## config.mk

```make
export PLATFORM = sky130hd
export DESIGN_NAME = hsv_stream_ctrl
export DESIGN_NICKNAME = d
export VERILOG_FILES = /design/src/rtl/hsv_ctrl_pkg.sv /design/src/rtl/hsv_result_fifo.sv /design/src/rtl/hsv_stream_ctrl.sv
export SDC_FILE = /design/constraint.sdc
export NUM_CORES = 1
export LEC_CHECK = 0
export CORE_MARGIN = 4
export CORE_UTILIZATION = 50
export DETAILED_ROUTE_END_ITERATION = 10
export PLACE_DENSITY = 0.84
export SLEW_MARGIN = 20
export SYNTH_ARGS = -nofsm -noshare
export SYNTH_HDL_FRONTEND = slang
export SYNTH_SLANG_ARGS = --single-unit
```

## constraint.sdc

```tcl
create_clock -name clk -period 3.9 [get_ports clk]
set_input_delay 0.585 -clock clk [delete_from_list [all_inputs] [get_ports clk]]
set_output_delay 0.585 -clock clk [all_outputs]
set_load 0.05 [all_outputs]
```

## src/rtl/hsv_ctrl_pkg.sv

```systemverilog
// rtl/hsv_ctrl_pkg.sv - shared types and widths for the HSV stream controller
package hsv_ctrl_pkg;

  localparam int RGB_W = 24;
  localparam int HSV_W = 25;

  typedef enum logic [0:0] {
    IDLE   = 1'b0,
    ACTIVE = 1'b1
  } state_t;

  typedef struct packed {
    logic valid;
    logic sop;
    logic eop;
  } tag_t;

  typedef struct packed {
    logic [8:0] h;
    logic [7:0] s;
    logic [7:0] v;
    logic       sop;
    logic       eop;
  } result_t;

endpackage

```

## src/rtl/hsv_result_fifo.sv

```systemverilog
// rtl/hsv_result_fifo.sv - result buffer; space is guaranteed by upstream credits
module hsv_result_fifo
  import hsv_ctrl_pkg::*;
#(
  parameter int DEPTH = 8,
  localparam int AW    = $clog2(DEPTH),
  localparam int CNT_W = $clog2(DEPTH + 1)
) (
  input  logic             clk,
  input  logic             rst,
  input  logic             push,
  input  result_t          wdata,
  input  logic             pop,
  output result_t          rdata,
  output logic [CNT_W-1:0] count
);

  result_t       mem [DEPTH];
  logic [AW-1:0] wr_ptr;
  logic [AW-1:0] rd_ptr;

  always_ff @(posedge clk) begin
    if (push) mem[wr_ptr] <= wdata;
  end

  // Power-of-two depth lets the pointers wrap by natural overflow.
  always_ff @(posedge clk or posedge rst) begin
    if (rst) begin
      wr_ptr <= '0;
      rd_ptr <= '0;
      count  <= '0;
    end else begin
      if (push) wr_ptr <= wr_ptr + AW'(1);
      if (pop)  rd_ptr <= rd_ptr + AW'(1);
      case ({push, pop})
        2'b10:   count <= count + CNT_W'(1);
        2'b01:   count <= count - CNT_W'(1);
        default: count <= count;
      endcase
    end
  end

  assign rdata = mem[rd_ptr];

endmodule

```

## src/rtl/hsv_stream_ctrl.sv

```systemverilog
// rtl/hsv_stream_ctrl.sv - RGB->HSV converter sequencer; HSV_CTRL_STATS_EN adds frame/drop counters
module hsv_stream_ctrl
  import hsv_ctrl_pkg::*;
#(
  parameter int CVT_LAT = 3,
  parameter int DEPTH   = 8
) (
  input  logic             clk,
  input  logic             rst,
  input  logic             in_valid,
  output logic             in_ready,
  input  logic [RGB_W-1:0] in_data,
  input  logic             in_sop,
  input  logic             in_eop,
  output logic             cvt_rst_n,
  output logic [7:0]       cvt_r,
  output logic [7:0]       cvt_g,
  output logic [7:0]       cvt_b,
  input  logic [8:0]       cvt_h,
  input  logic [7:0]       cvt_s,
  input  logic [7:0]       cvt_v,
  output logic             out_valid,
  input  logic             out_ready,
  output logic [HSV_W-1:0] out_data,
  output logic             out_sop,
  output logic             out_eop,
  output logic             err_sop
`ifdef HSV_CTRL_STATS_EN
  ,
  output logic [15:0]      frame_cnt,
  output logic [15:0]      drop_cnt
`endif
);

  localparam int CNT_W = $clog2(DEPTH + 1);
  localparam logic [CNT_W:0] DEPTH_C = DEPTH[CNT_W:0];

  state_t           state;
  tag_t             tag [CVT_LAT];
  logic [CNT_W-1:0] fifo_count;
  logic [CNT_W-1:0] inflight;
  logic [CNT_W:0]   used;
  logic             accept;
  logic             fwd;
  logic             pop;
  result_t          wr_res;
  result_t          rd_res;

  assign cvt_rst_n = ~rst;
  assign accept    = in_valid && in_ready;
  assign fwd       = accept && ((state == ACTIVE) || in_sop);
  assign {cvt_r, cvt_g, cvt_b} = fwd ? in_data : '0;

  always_comb begin
    inflight = '0;
    for (int i = 0; i < CVT_LAT; i++) inflight = inflight + CNT_W'(tag[i].valid);
  end

  // Credits cover both buffered and in-flight pixels, so a non-stallable push always has room.
  assign used     = {1'b0, fifo_count} + {1'b0, inflight};
  assign in_ready = used < DEPTH_C;

  always_ff @(posedge clk or posedge rst) begin
    if (rst) begin
      for (int i = 0; i < CVT_LAT; i++) tag[i] <= '0;
    end else begin
      tag[0] <= {fwd, fwd && in_sop, fwd && in_eop};
      for (int i = 1; i < CVT_LAT; i++) tag[i] <= tag[i-1];
    end
  end

  assign wr_res = {cvt_h, cvt_s, cvt_v, tag[CVT_LAT-1].sop, tag[CVT_LAT-1].eop};
  assign pop    = out_valid && out_ready;

  hsv_result_fifo #(.DEPTH(DEPTH)) u_fifo (
    .clk   (clk),
    .rst   (rst),
    .push  (tag[CVT_LAT-1].valid),
    .wdata (wr_res),
    .pop   (pop),
    .rdata (rd_res),
    .count (fifo_count)
  );

  assign out_valid = fifo_count != '0;
  assign out_data  = out_valid ? {rd_res.h, rd_res.s, rd_res.v} : '0;
  assign out_sop   = out_valid && rd_res.sop;
  assign out_eop   = out_valid && rd_res.eop;

  // An SOP seen while ACTIVE restarts the frame and latches the error flag.
  always_ff @(posedge clk or posedge rst) begin
    if (rst) begin
      state   <= IDLE;
      err_sop <= 1'b0;
    end else if (accept) begin
      if ((state == ACTIVE) && in_sop) err_sop <= 1'b1;
      if (fwd) state <= in_eop ? IDLE : ACTIVE;
    end
  end

`ifdef HSV_CTRL_STATS_EN
  always_ff @(posedge clk or posedge rst) begin
    if (rst) begin
      frame_cnt <= '0;
      drop_cnt  <= '0;
    end else begin
      if (fwd && in_eop && (frame_cnt != 16'hFFFF)) frame_cnt <= frame_cnt + 16'd1;
      if (accept && !fwd && (drop_cnt != 16'hFFFF)) drop_cnt <= drop_cnt + 16'd1;
    end
  end
`endif

endmodule

```

==> out/results.ini, run 1 <==
[route]
num_vias=4651
post_drt_wl_per_cell_um=22.6
drt_iter0_markers=277
dr.pass1.iters=4
antenna_left=0
drt-total-wl_um=18300
vias_per_cell=5.75
drc=0

[critical_path]
cp-start-kind=flip-flop
cp-end-kind=output port
slowest_stage=clkdlybuf4s50_1
crit_family=buffers and inverters
crit_type=flip-flop to output port
crit_path_max_incr_delay_ps=700
arrival_ps=3030
crit_required_ps=3310
worstPathCellList=or4_1 > nor2b_4 > buf_4 > a22o_1 > clkdlybuf4s50_1
path_buf_inv=2
crit_path_max_fanout=14

[global_route]
grt_start_max_net_pins=29
first_global_vias=5048
overflow=0
antenna_found_initial=0
track_usage=0.179
grt_pass1_wl_um=28300

[status]
status=finished, final reports clean

[timing]
slew_headroom=0.395
fmax_mhz=277
hold_viol=0
post-route-period-util=0.926
fin_ws_ps=289
finClkSkew_ps=7.61
setup-tns-final_ps=0
report.final.slew_viol_count=0
rsz0062_at_grt=no
fin_crit_ps=3610
setup_violations=0
tightest_slew_ps=902

[placed_design]
post-place-ws_ps=524
dpl.cell_count=764
dp_hpwl_um=10600
place_congestion=0.822
io_buffers=109

[floorplanning]
die_w_um=144
coreArea_mm2=0.0181
start_util=0.511
fp.dieH_um=144
rows=49
pin_count=110
die-area_mm2=0.0207

[logic_synthesis]
avgSynthCellArea_um2=21.4
synth_edf_count=216
synth_area_mm2=0.00924
synth_cell_types=35
async_flop_share=0.0886
syn_inst=432
ys.flop_type=edfxtp_1
ys_ff_latch=237
yosys_warnings=0
synthesis.nets=495
ys_seq_area_frac=0.759

[min_path]
hp-class=flip-flop to flip-flop

[cells_and_area]
n_antenna_cell=0
layout_commonest_cell=edfxtp_1
instances_no_fill=809
fill_cells=1187
areaGrowthSynthToFinish_pct=23.6
utilization=0.631
layout_common_cells=216 x edfxtp_1, 85 x clkdlybuf4s50_1, 54 x mux4_2
nets=625
drive_gt1_frac=0.260

[flow_run]
cap_viol_max_count=0

[power]
power.density_mw_per_mm2=821
peakVddDrop_v=0.000397
finalPower_mw=9.37
p_leak_nw=3.90

[cts]
cts_buffer_depth=3
htree_levels=1
numCtsBuffers=24
cts_tree=yes
clock_latency_ps=500
clock_sinks=237
cts_hold_buf=0
path_clk_slew_ps=60
clockRootBuffer=clkbuf_16

[power by group]
part	total, mW	internal [mW]	leakage [nW]	switching [mW]
Sequential	3.35	3.10	2.21	0.258
Clock	2.27	1.36	0.395	0.904
Combinational	3.75	1.54	1.30	2.21
[flip-flops by register name (all words and copies together), names as in the netlist]
register / cells
u_fifo.count: 4
u_fifo.wr_ptr: 3
tag: 9
u_fifo.mem: 216
err_sop: 1
u_fifo.rd_ptr: 3
state: 1
[final timing paths]
check | startpoint | to | slack [ps] | cells past startpoint
max | u_fifo.count[0]$_DFFE_PP0P_ | out_data[23] | 290 | 5
min | tag[3]$_DFF_PP0_ | tag[0]$_DFF_PP0_ | 350 | 0
max reg2reg | u_fifo.count[0]$_DFFE_PP0P_ | u_fifo.count[3]$_DFFE_PP0P_ | 790 | 8
min reg2reg | tag[3]$_DFF_PP0_ | tag[0]$_DFF_PP0_ | 350 | 0
max in group asynchronous | rst | u_fifo.rd_ptr[0]$_DFFE_PP0N_ | 3230 | 3
min in group asynchronous | rst | state$_DFFE_PP0P_ | 420 | 3
[metal layers]
metal / track usage / wire (um) / up-vias
li1: - / - / 2030
met1: 0.237 / 7060 / 2380
met2: 0.306 / 9370 / 223
met3: 0.0389 / 1580 / 18
met4: 0.0406 / 249 / 0
met5: 0 / 0 / -
[cells by family (layout without fill, tap and decap cells)]
logic type               Yosys count  after routing  share of synthesized area
AO/OA/AOI/OAI                     40             40                     0.0356
XOR/XNOR                           6              6                    0.00569
adder cells (fa/ha/maj)            8              8                     0.0125
buffers and inverters             29            177                     0.0176
flip-flops                       237            237                      0.759
multiplexers                      58             58                      0.136
AND/OR/NAND/NOR                   54             54                     0.0333
[Yosys cell counts (4+ instances only)]
| library cell | instances | area [um2] |
|---|---|---|
| a21oi_1 | 4 | 20.0 |
| a22o_1 | 27 | 236 |
| and2_1 | 25 | 156 |
| buf_2 | 7 | 35.0 |
| buf_6 | 6 | 67.6 |
| clkbuf_1 | 9 | 33.8 |
| dfrtp_1 | 21 | 526 |
| edfxtp_1 | 216 | 6490 |
| ha_1 | 6 | 75.1 |
| inv_1 | 7 | 26.3 |
| mux4_2 | 54 | 1220 |
| nand2_1 | 6 | 22.5 |
| nand2b_1 | 4 | 25.0 |
| nor2_1 | 8 | 30.0 |
| xnor2_1 | 4 | 35.0 |
[worst reg2reg max path: stages, from the launching register on]
cell and delay (ps):
dfrtp_1 460, or4_1 650, nand2_1 170, inv_1 60, ha_1 290, ha_1 390
or4b_2 640, o311ai_0 140, o211ai_1 170
[area by class of cell]
type                    instances  area (um2)  share of cell area
flip-flops and latches        237        7020               0.614
multi-input cells             166        2100               0.184
repair buffers                126        1200               0.105
clock buffers                  26         629              0.0551
well taps                     229         287              0.0251
clock inverters                18         163              0.0142
inverters                       7        26.3             0.00230
[through the flow]
| step | area [um2] | hold WS, ps |
|---|---|---|
| final | 11400 | 347 |
| after global placement | 10600 | 334 |
| after floorplan | 9240 | 331 |
| after global routing | 11400 | 356 |
| after CTS | 11400 | 354 |
| after detailed placement | 10600 | 336 |
[timing repair]
action / 4_1_cts / 5_1_grt
setup endpoints to repair: 6 / 4
setup buffers: 0 / 1
gates resized for setup: 1 / 0
No activity file was read; power rests on OpenSTA's default activity.
==> run 2: changes to the inputs <==
--- a/config.mk
+++ b/config.mk
@@ -9,6 +9,7 @@
 export CORE_UTILIZATION = 50
 export DETAILED_ROUTE_END_ITERATION = 10
 export PLACE_DENSITY = 0.84
+export SKIP_CTS_REPAIR_TIMING = 1
 export SLEW_MARGIN = 20
 export SYNTH_ARGS = -nofsm -noshare
 export SYNTH_HDL_FRONTEND = slang
==> run 2 against run 1 <==
  * Critical path type unchanged
  * Global-route usage unchanged
  * Clock skew about the same
  * Flip-flop and latch count unchanged
  * Register-to-register slack about the same
  * Critical endpoint unchanged
  * Maximum frequency increased by 0.12%
  * Design area unchanged
  * Routed wire length about the same
  * Utilization unchanged
  * First-iteration DRC count unchanged
  * Hold slack about the same
  * Clock-buffer cell count unchanged
==> out/results.ini, run 2 (synthesis gave the netlist of run 1 again) <==
[cts]
clock_latency_ps=500  ; about the same
htree_levels=1  ; unchanged
clockRootBuffer=clkbuf_16  ; unchanged
numCtsBuffers=24  ; unchanged
cts_tree=yes  ; unchanged
cts_buffer_depth=3  ; unchanged
clock_sinks=237  ; unchanged
path_clk_slew_ps=60  ; about the same

[timing]
tightest_slew_ps=902  ; about the same
fmax_mhz=277  ; about the same
whs_ps=347  ; about the same
post-route-period-util=0.925  ; was 0.926
finClkSkew_ps=7.72  ; was 7.61 ps
hold_viol=0  ; unchanged
report.final.slew_viol_count=0  ; unchanged
fin_ws_ps=294  ; was 289 ps
setup-tns-final_ps=0  ; unchanged
setup_violations=0  ; unchanged
slew_headroom=0.395  ; about the same
rsz0062_at_grt=no  ; unchanged
fin_crit_ps=3610  ; about the same

[critical_path]
crit_path_max_fanout=14  ; unchanged
crit_family=buffers and inverters  ; unchanged
reg2reg_from=u_fifo.count[0]$_DFFE_PP0P_  ; unchanged
path_depth=5  ; unchanged
rr_endpoint=u_fifo.count[3]$_DFFE_PP0P_  ; unchanged
arrival_ps=3020  ; was 3030 ps
rrSetupSlack_ps=800  ; was 790 ps
path_buf_inv=2  ; unchanged
crit_required_ps=3310  ; about the same
cp-start-kind=flip-flop  ; unchanged
cp-end-kind=output port  ; unchanged
worstPathCellList=or4_1 > nor2b_4 > buf_4 > a22o_1 > clkdlybuf4s50_1  ; unchanged
reg2regPathDepth=8  ; unchanged
slowest_stage=clkdlybuf4s50_1  ; unchanged
crit_type=flip-flop to output port  ; unchanged
crit_path_max_incr_delay_ps=700  ; about the same

[cells_and_area]
nets=625  ; unchanged
drive_gt1_frac=0.260  ; unchanged
fill_cells=1187  ; unchanged
multiInputGateArea_mm2=0.00210  ; unchanged
utilization=0.631  ; unchanged
instances_no_fill=809  ; unchanged
reg.largest.list=u_fifo.mem (216), tag (9), u_fifo.count (4)  ; unchanged
layout_commonest_cell=edfxtp_1  ; unchanged
layout.area.seq_mm2=0.00702  ; unchanged
areaGrowthSynthToFinish_pct=23.6  ; unchanged
final_area_mm2=0.0114  ; unchanged
n_antenna_cell=0  ; unchanged
largest_reg_flops=216  ; unchanged
layout_common_cells=216 x edfxtp_1, 85 x clkdlybuf4s50_1, 54 x mux4_2  ; unchanged
top_register=u_fifo.mem  ; unchanged

[placed_design]
dpl.cell_count=764  ; unchanged
place_congestion=0.822  ; unchanged
placed_area_mm2=0.0106  ; unchanged
post-place-ws_ps=524  ; unchanged
io_buffers=109  ; unchanged
dp_hpwl_um=10600  ; unchanged

[floorplanning]
die-area_mm2=0.0207  ; unchanged
start_util=0.511  ; unchanged
pin_count=110  ; unchanged
die_w_um=144  ; unchanged
fp.dieH_um=144  ; unchanged
rows=49  ; unchanged
coreArea_mm2=0.0181  ; unchanged

[power]
power.density_mw_per_mm2=821  ; about the same
peakVddDrop_v=0.000397  ; unchanged
finalPower_mw=9.37  ; about the same
p_leak_nw=3.90  ; unchanged

[route]
drt-total-wl_um=18200  ; was 18,300 um
drc=0  ; unchanged
drt_iter0_markers=277  ; unchanged
dr.pass1.iters=4  ; unchanged
post_drt_wl_per_cell_um=22.6  ; about the same
vias_per_cell=5.76  ; was 5.75
antenna_left=0  ; unchanged
num_vias=4659  ; was 4,651

[min_path]
hold_end=tag[0]$_DFF_PP0_  ; unchanged
hp-class=flip-flop to flip-flop  ; unchanged
whs_path_depth=0  ; unchanged
hold_path_startpoint=tag[3]$_DFF_PP0_  ; unchanged

[status]
status=finished, final reports clean  ; unchanged

[global_route]
antenna_found_initial=0  ; unchanged
overflow=0  ; unchanged
first_global_vias=5049  ; was 5,048
track_usage=0.179  ; unchanged
grt_start_max_net_pins=29  ; unchanged
grt_pass1_wl_um=28300  ; about the same

[flow_run]
cap_viol_max_count=0  ; unchanged

run 2: cell counts in the layout (fill, tap and decap cells not counted):
Identical to the previous run, type by type.
run 2: area by class of cell:
type / instances / area share
Clock buffer: 26 / 0.0551
Clock inverter: 18 / 0.0142
Inverter: 7 / 0.00230
Multi-Input combinational cell: 166 / 0.184
Sequential cell: 237 / 0.614
Tap cell: 229 / 0.0251
Timing Repair Buffer: 126 / 0.105
run 2: layer usage:
layer	vias up	share of wire	global-route usage
li1	2032	-	-
met1	2383	0.39	0.237
met2	226	0.51	0.306
met3	18	0.087	0.0389
met4	0	0.014	0.0406
met5	-	0	0
run 2: worst max path at each step:
stage                                 from            to  slack (ps)
3_5_place_dp   u_fifo.count[0]$_DFFE_PP0P_  out_data[23]         520
4_1_cts        u_fifo.count[0]$_DFFE_PP0P_  out_data[23]         -30
6_report       u_fifo.count[0]$_DFFE_PP0P_  out_data[23]         290
5_1_grt        u_fifo.count[0]$_DFFE_PP0P_  out_data[23]         150
2_1_floorplan  u_fifo.count[0]$_DFFE_PP0P_      cvt_g[6]         820
3_3_place_gp   u_fifo.count[0]$_DFFE_PP0P_  out_data[23]         650
run 2: worst reg2reg max path, cell delays in order, from the launching register on:
cell,delay [ps]
dfrtp_1,460
or4_1,640
nand2_1,170
inv_1,60
ha_1,290
ha_1,390
or4b_2,640
o311ai_0,140
o211ai_1,170
run 2: power by group:
part / total [mW] / internal (mW) / switching, mW
clock: 2.27 / 1.36 / 0.904
combinational: 3.75 / 1.54 / 2.21
sequential: 3.35 / 3.10 / 0.258
total: 9.37 / 6.00 / 3.37
==> run 3: changes to the inputs <==
--- a/config.mk
+++ b/config.mk
@@ -7,6 +7,7 @@
 export LEC_CHECK = 0
 export CORE_MARGIN = 4
 export CORE_UTILIZATION = 50
+export CTS_BUF_LIST = sky130_fd_sc_hd__clkbuf_16
 export DETAILED_ROUTE_END_ITERATION = 10
 export PLACE_DENSITY = 0.84
 export SKIP_CTS_REPAIR_TIMING = 1
==> run 3 against run 2 <==
  * Die area stayed put
  * Routed wire length is 0.19% lower
  * Hold slack hardly changed
  * Combinational power hardly changed
  * Clock power hardly changed
  * First-iteration DRC count is 0.36% higher
  * Largest cell class unchanged
  * Largest power group unchanged
==> out/results.ini, run 3 (synthesis gave the netlist of run 1 again) <==
[power]
power.density_mw_per_mm2=820  ; was 821 mW/mm2
peakVddDrop_v=0.000397  ; about the same
p_leak_nw=3.91  ; was 3.90 nW
finalPower_mw=9.37  ; about the same

[timing]
fmax_mhz=277  ; about the same
post-route-period-util=0.924  ; was 0.925
setup_violations=0  ; unchanged
rsz0062_at_grt=no  ; unchanged
fin_crit_ps=3610  ; about the same
hold_viol=0  ; unchanged
report.final.slew_viol_count=0  ; unchanged
finClkSkew_ps=7.18  ; was 7.72 ps
tightest_slew_ps=903  ; was 902 ps
slew_headroom=0.395  ; about the same
fin_ws_ps=294  ; about the same

[placed_design]
dpl.cell_count=764  ; unchanged
place_congestion=0.822  ; unchanged
placed_area_mm2=0.0106  ; unchanged
post-place-ws_ps=524  ; unchanged
dp_hpwl_um=10600  ; unchanged
io_buffers=109  ; unchanged

[cells_and_area]
top_register=u_fifo.mem  ; unchanged
final_area_mm2=0.0114  ; unchanged
drive_gt1_frac=0.260  ; unchanged
instances_no_fill=809  ; unchanged
utilization=0.631  ; unchanged
layout_commonest_cell=edfxtp_1  ; unchanged
n_antenna_cell=0  ; unchanged
layout_common_cells=216 x edfxtp_1, 85 x clkdlybuf4s50_1, 54 x mux4_2  ; unchanged
nets=625  ; unchanged
largest_reg_flops=216  ; unchanged
areaGrowthSynthToFinish_pct=23.6  ; unchanged
reg.largest.list=u_fifo.mem (216), tag (9), u_fifo.count (4)  ; unchanged

[min_path]
hold_path_startpoint=tag[3]$_DFF_PP0_  ; unchanged
hp-class=flip-flop to flip-flop  ; unchanged
whs_path_depth=0  ; unchanged

[critical_path]
cp-startpoint=u_fifo.count[0]$_DFFE_PP0P_  ; unchanged
rr_endpoint=u_fifo.count[3]$_DFFE_PP0P_  ; unchanged
arrival_ps=3020  ; about the same
worstPathCellList=or4_1 > nor2b_4 > buf_4 > a22o_1 > clkdlybuf4s50_1  ; unchanged
reg2reg_from=u_fifo.count[0]$_DFFE_PP0P_  ; unchanged
slowest_stage=clkdlybuf4s50_1  ; unchanged
crit_path_max_fanout=14  ; unchanged
rrSetupSlack_ps=800  ; about the same
cp-end-kind=output port  ; unchanged
reg2regPathDepth=8  ; unchanged
crit_type=flip-flop to output port  ; unchanged
cp-endpoint=out_data[23]  ; unchanged
crit_path_max_incr_delay_ps=700  ; about the same
cp-start-kind=flip-flop  ; unchanged
crit_required_ps=3310  ; about the same

[route]
num_vias=4644  ; was 4,659
drc=0  ; unchanged
drt-total-wl_um=18200  ; about the same
dr.pass1.iters=4  ; unchanged
post_drt_wl_per_cell_um=22.5  ; was 22.6 um
antenna_left=0  ; unchanged
drt_iter0_markers=278  ; was 277
vias_per_cell=5.74  ; was 5.76

[status]
status=finished, final reports clean  ; unchanged

[floorplanning]
coreArea_mm2=0.0181  ; unchanged
start_util=0.511  ; unchanged
pin_count=110  ; unchanged
rows=49  ; unchanged
fp.dieH_um=144  ; unchanged
die_w_um=144  ; unchanged
die-area_mm2=0.0207  ; unchanged

[global_route]
overflow=0  ; unchanged
antenna_found_initial=0  ; unchanged
track_usage=0.179  ; unchanged
first_global_vias=5049  ; unchanged
grt_start_max_net_pins=29  ; unchanged
grt_pass1_wl_um=28300  ; unchanged

[cts]
clock_sinks=237  ; unchanged
numCtsBuffers=24  ; unchanged
path_clk_slew_ps=60  ; about the same
cts_buffer_depth=3  ; unchanged
htree_levels=1  ; unchanged
cts_tree=yes  ; unchanged
clockRootBuffer=clkbuf_16  ; unchanged
clock_latency_ps=500  ; about the same

[flow_run]
cap_viol_max_count=0  ; unchanged

-- run 3: report_power, final --
group | internal [mW] | switching, mW
Sequential | 3.10 | 0.258
Combinational | 1.54 | 2.21
Clock | 1.36 | 0.903
Total | 6.00 | 3.37
-- run 3: area by class of cell --
type,count,area (um2)
sequential,237,7020
fill,1187,6670
multi-input combinational,166,2100
timing repair buffer,126,1200
clock buffer,25,626
tap,229,287
clock inverter,19,166
inverter,7,26.3
-- run 3: critical path: cells and delay by family, from the launching register on --
family,cells,cell delay [ps]
AO/OA/AOI/OAI,1,250
AND/OR/NAND/NOR,2,890
buffers and inverters,2,920
flip-flops,1,460
-- run 3: worst min path at each step --
| stage | endpoint | slack (ps) |
|---|---|---|
| after floorplan | tag[0]$_DFF_PP0_ | 330 |
| after global placement | tag[1]$_DFF_PP0_ | 330 |
| after detailed placement | tag[0]$_DFF_PP0_ | 340 |
| after CTS | tag[4]$_DFF_PP0_ | 350 |
| after global routing | tag[4]$_DFF_PP0_ | 360 |
| final | tag[0]$_DFF_PP0_ | 350 |
-- run 3: layer usage --
metal | up-vias | GRT usage | share of wire
li1 | 2031 | - | -
met4 | 0 | 0.0406 | 0.013
met2 | 217 | 0.306 | 0.51
met5 | - | 0 | 0
met1 | 2378 | 0.237 | 0.39
met3 | 18 | 0.0389 | 0.086
-- run 3: per-stage QoR --
| stage | TNS [ps] | hold slack [ps] |
|---|---|---|
| 6_report | 0 | 347 |
| 3_3_place_gp | 0 | 334 |
| 5_1_grt | 0 | 356 |
| 2_1_floorplan | 0 | 331 |
| 3_5_place_dp | 0 | 336 |
| 4_1_cts | -81.1 | 354 |
==> edit, RTL diff (settings of run 3) <==
The option `HSV_CTRL_STATS_EN` is turned on by a define.
--- a/src/rtl/hsv_stream_ctrl.sv
+++ b/src/rtl/hsv_stream_ctrl.sv
@@ -1,2 +1,4 @@
 // rtl/hsv_stream_ctrl.sv - RGB->HSV converter sequencer; HSV_CTRL_STATS_EN adds frame/drop counters
+`define HSV_CTRL_STATS_EN
+
 module hsv_stream_ctrl
Check against the original RTL (old outputs only; new: drop_cnt and frame_cnt): equivalent (equiv_simple and equiv_induct, registers matched by name and starting in step).
==> edit against run 3 <==
  * Power is 15% higher
  * Setup slack worse by 0.054 ns
  * Sequential cell count is 32 higher
  * Clock power is 19% higher
  * Wire length is 27% higher
  * Area after synthesis is 18% higher
  * Cell area is 22% higher
  * Highest routed layer unchanged
==> edit: results (changes against run 3) <==
===========================================================================
Cts bufs inserted                                                        27   +13%
Share of Yosys cell area claimed by the top area cell type            0.595   -0.107
Synth cell count leaders                                       216 x sky130_fd_sc_hd__edfxtp_1, 54 x sky130_fd_sc_hd__mux4_2, 53 x sky130_fd_sc_hd__dfrtp_1
DP HPWL                                                             14.3 mm   +34%
Total nets after synthesis                                              662   +34%
Top flop regs                                                  u_fifo.mem (216), drop_cnt (16), frame_cnt (16)
Vias in the first global route                                        6,556   +30%
First-pass detailed-route iteration total                                 5   +1
Final net count                                                         821   +31%
Post-synth ARST share                                                 0.197   +0.108
Layout cell share with drive strength beyond 1                        0.201   -0.0593
Leading cell types by total area after synthesis               sky130_fd_sc_hd__edfxtp_1 60%, sky130_fd_sc_hd__dfrtp_1 12%, sky130_fd_sc_hd__mux4_2 11%
Drt total wl                                                        23.2 mm   +27%
Root Buffer Master                                             sky130_fd_sc_hd__clkbuf_16
Maximum number of pins on one net before global-route repair             54   +86%
Arrival @ worst endpoint                                            3.07 ns   +0.05 ns
Sequential-to-total area share from yosys stat                        0.717   -0.0419
Crit path max fanout                                                      5   -9
Leak                                                                5.00 nW   +28%
Transition time at the pin with the least slew margin               1.10 ns   +0.196 ns
Number of buffer cells added on primary ports                           141   +29%
Number of unique standard cell types used by synthesis                   42   +20%
Routability congestion estimate from global placement                 0.858   +4.4%
IR drop worst, VDD                                                   642 uV   +62%
Global Route Usage Sum                                                0.194   +0.0154
Iteration-0 DRC count of the detailed router                            470   +69%
Status                                                         finished clean
Delay of the slowest critical-path stage                            0.83 ns   +0.13 ns
Internal Power                                                      6.84 mW   +14%
Master of the slowest instance on the critical path            sky130_fd_sc_hd__clkdlybuf4s50_1
Wire length of the first global-routing pass                        36.6 mm   +29%
Final worst clock skew                                            0.0104 ns   +0.00322 ns
Worst slack after detailed placement                               0.747 ns   +0.222 ns
Via total after detailed routing                                      6,048   +30%
===========================================================================
## edit: cell types whose count changed in the layout (fill, tap and decap cells not counted), moves of 8 or more
cell,change
sky130_fd_sc_hd__mux2i_1,+28
sky130_fd_sc_hd__nor4_1,+10
sky130_fd_sc_hd__a22o_1,-27
sky130_fd_sc_hd__clkdlybuf4s50_1,+32
sky130_fd_sc_hd__nand2_1,+9
sky130_fd_sc_hd__buf_4,-25
sky130_fd_sc_hd__nand3_1,+9
sky130_fd_sc_hd__xor2_1,+25
sky130_fd_sc_hd__nor2_1,+33
sky130_fd_sc_hd__inv_1,+8
sky130_fd_sc_hd__dfrtp_1,+31
sky130_fd_sc_hd__buf_12,+23
## edit: logic make-up (layout without fill, tap and decap cells)
kind of cell	count (synthesis)	in the layout	synth area share
fa+ha+maj	10	10	0.0129
flops	269	269	0.717
xor+xnor	36	36	0.0289
simple gates	139	139	0.0705
compound gates	19	19	0.0132
mux	88	88	0.143
buf+inv	36	215	0.0140
## edit: path summary, 6_finish.rpt
kind	from	end	slack, ns	cells after the start
min reg2reg	tag[6]	tag[3]	0.35	0
max reg2reg	u_fifo.count[0]	u_fifo.count[3]	0.98	9
max	u_fifo.count[0]	in_ready	0.24	6
min	tag[6]	tag[3]	0.35	0
max in group asynchronous	rst	u_fifo.rd_ptr[0]	2.80	3
min in group asynchronous	rst	drop_cnt[14]	0.59	3
## edit: final cells by class
type                    count  area (um2)
flip-flops and latches    269        7820
inverters                  10        37.5
multi-input cells         292        2970
repair buffers            156        1790
well taps                 275         344
fillers                  1382        7320
clock buffers              27         676
clock inverters            22         265
## edit: power groups by stage
stage | clock network, mW | registers [mW] | logic, mW
5_1_grt | 2.87 | 3.87 | 4.46
6_report | 2.69 | 3.82 | 4.22
4_1_cts | 2.73 | 3.82 | 4.28
3_5_place_dp | 0 | 3.87 | 4.24
2_1_floorplan | 0 | 3.86 | 2.77
3_3_place_gp | 0 | 3.83 | 4.15
## edit: per-layer routing
metal / track usage / share of wire / wire length [um]
met1: 0.256 / 0.39 / 8950
met2: 0.329 / 0.51 / 11800
met3: 0.0508 / 0.087 / 2020
met4: 0.0454 / 0.018 / 414
met5: 0 / 0 / 0
## edit: stage by stage
stage | instances | power (mW) | hold WS [ns] | instance area (um2)
after global routing | 1051 | 11.2 | 0.376 | 13900
after floorplan | 597 | 6.63 | 0.331 | 10900
after CTS | 1051 | 10.8 | 0.356 | 13900
after global placement | 1002 | 7.98 | 0.338 | 13000
after detailed placement | 1002 | 8.11 | 0.343 | 13000
final | 1051 | 10.7 | 0.352 | 13900
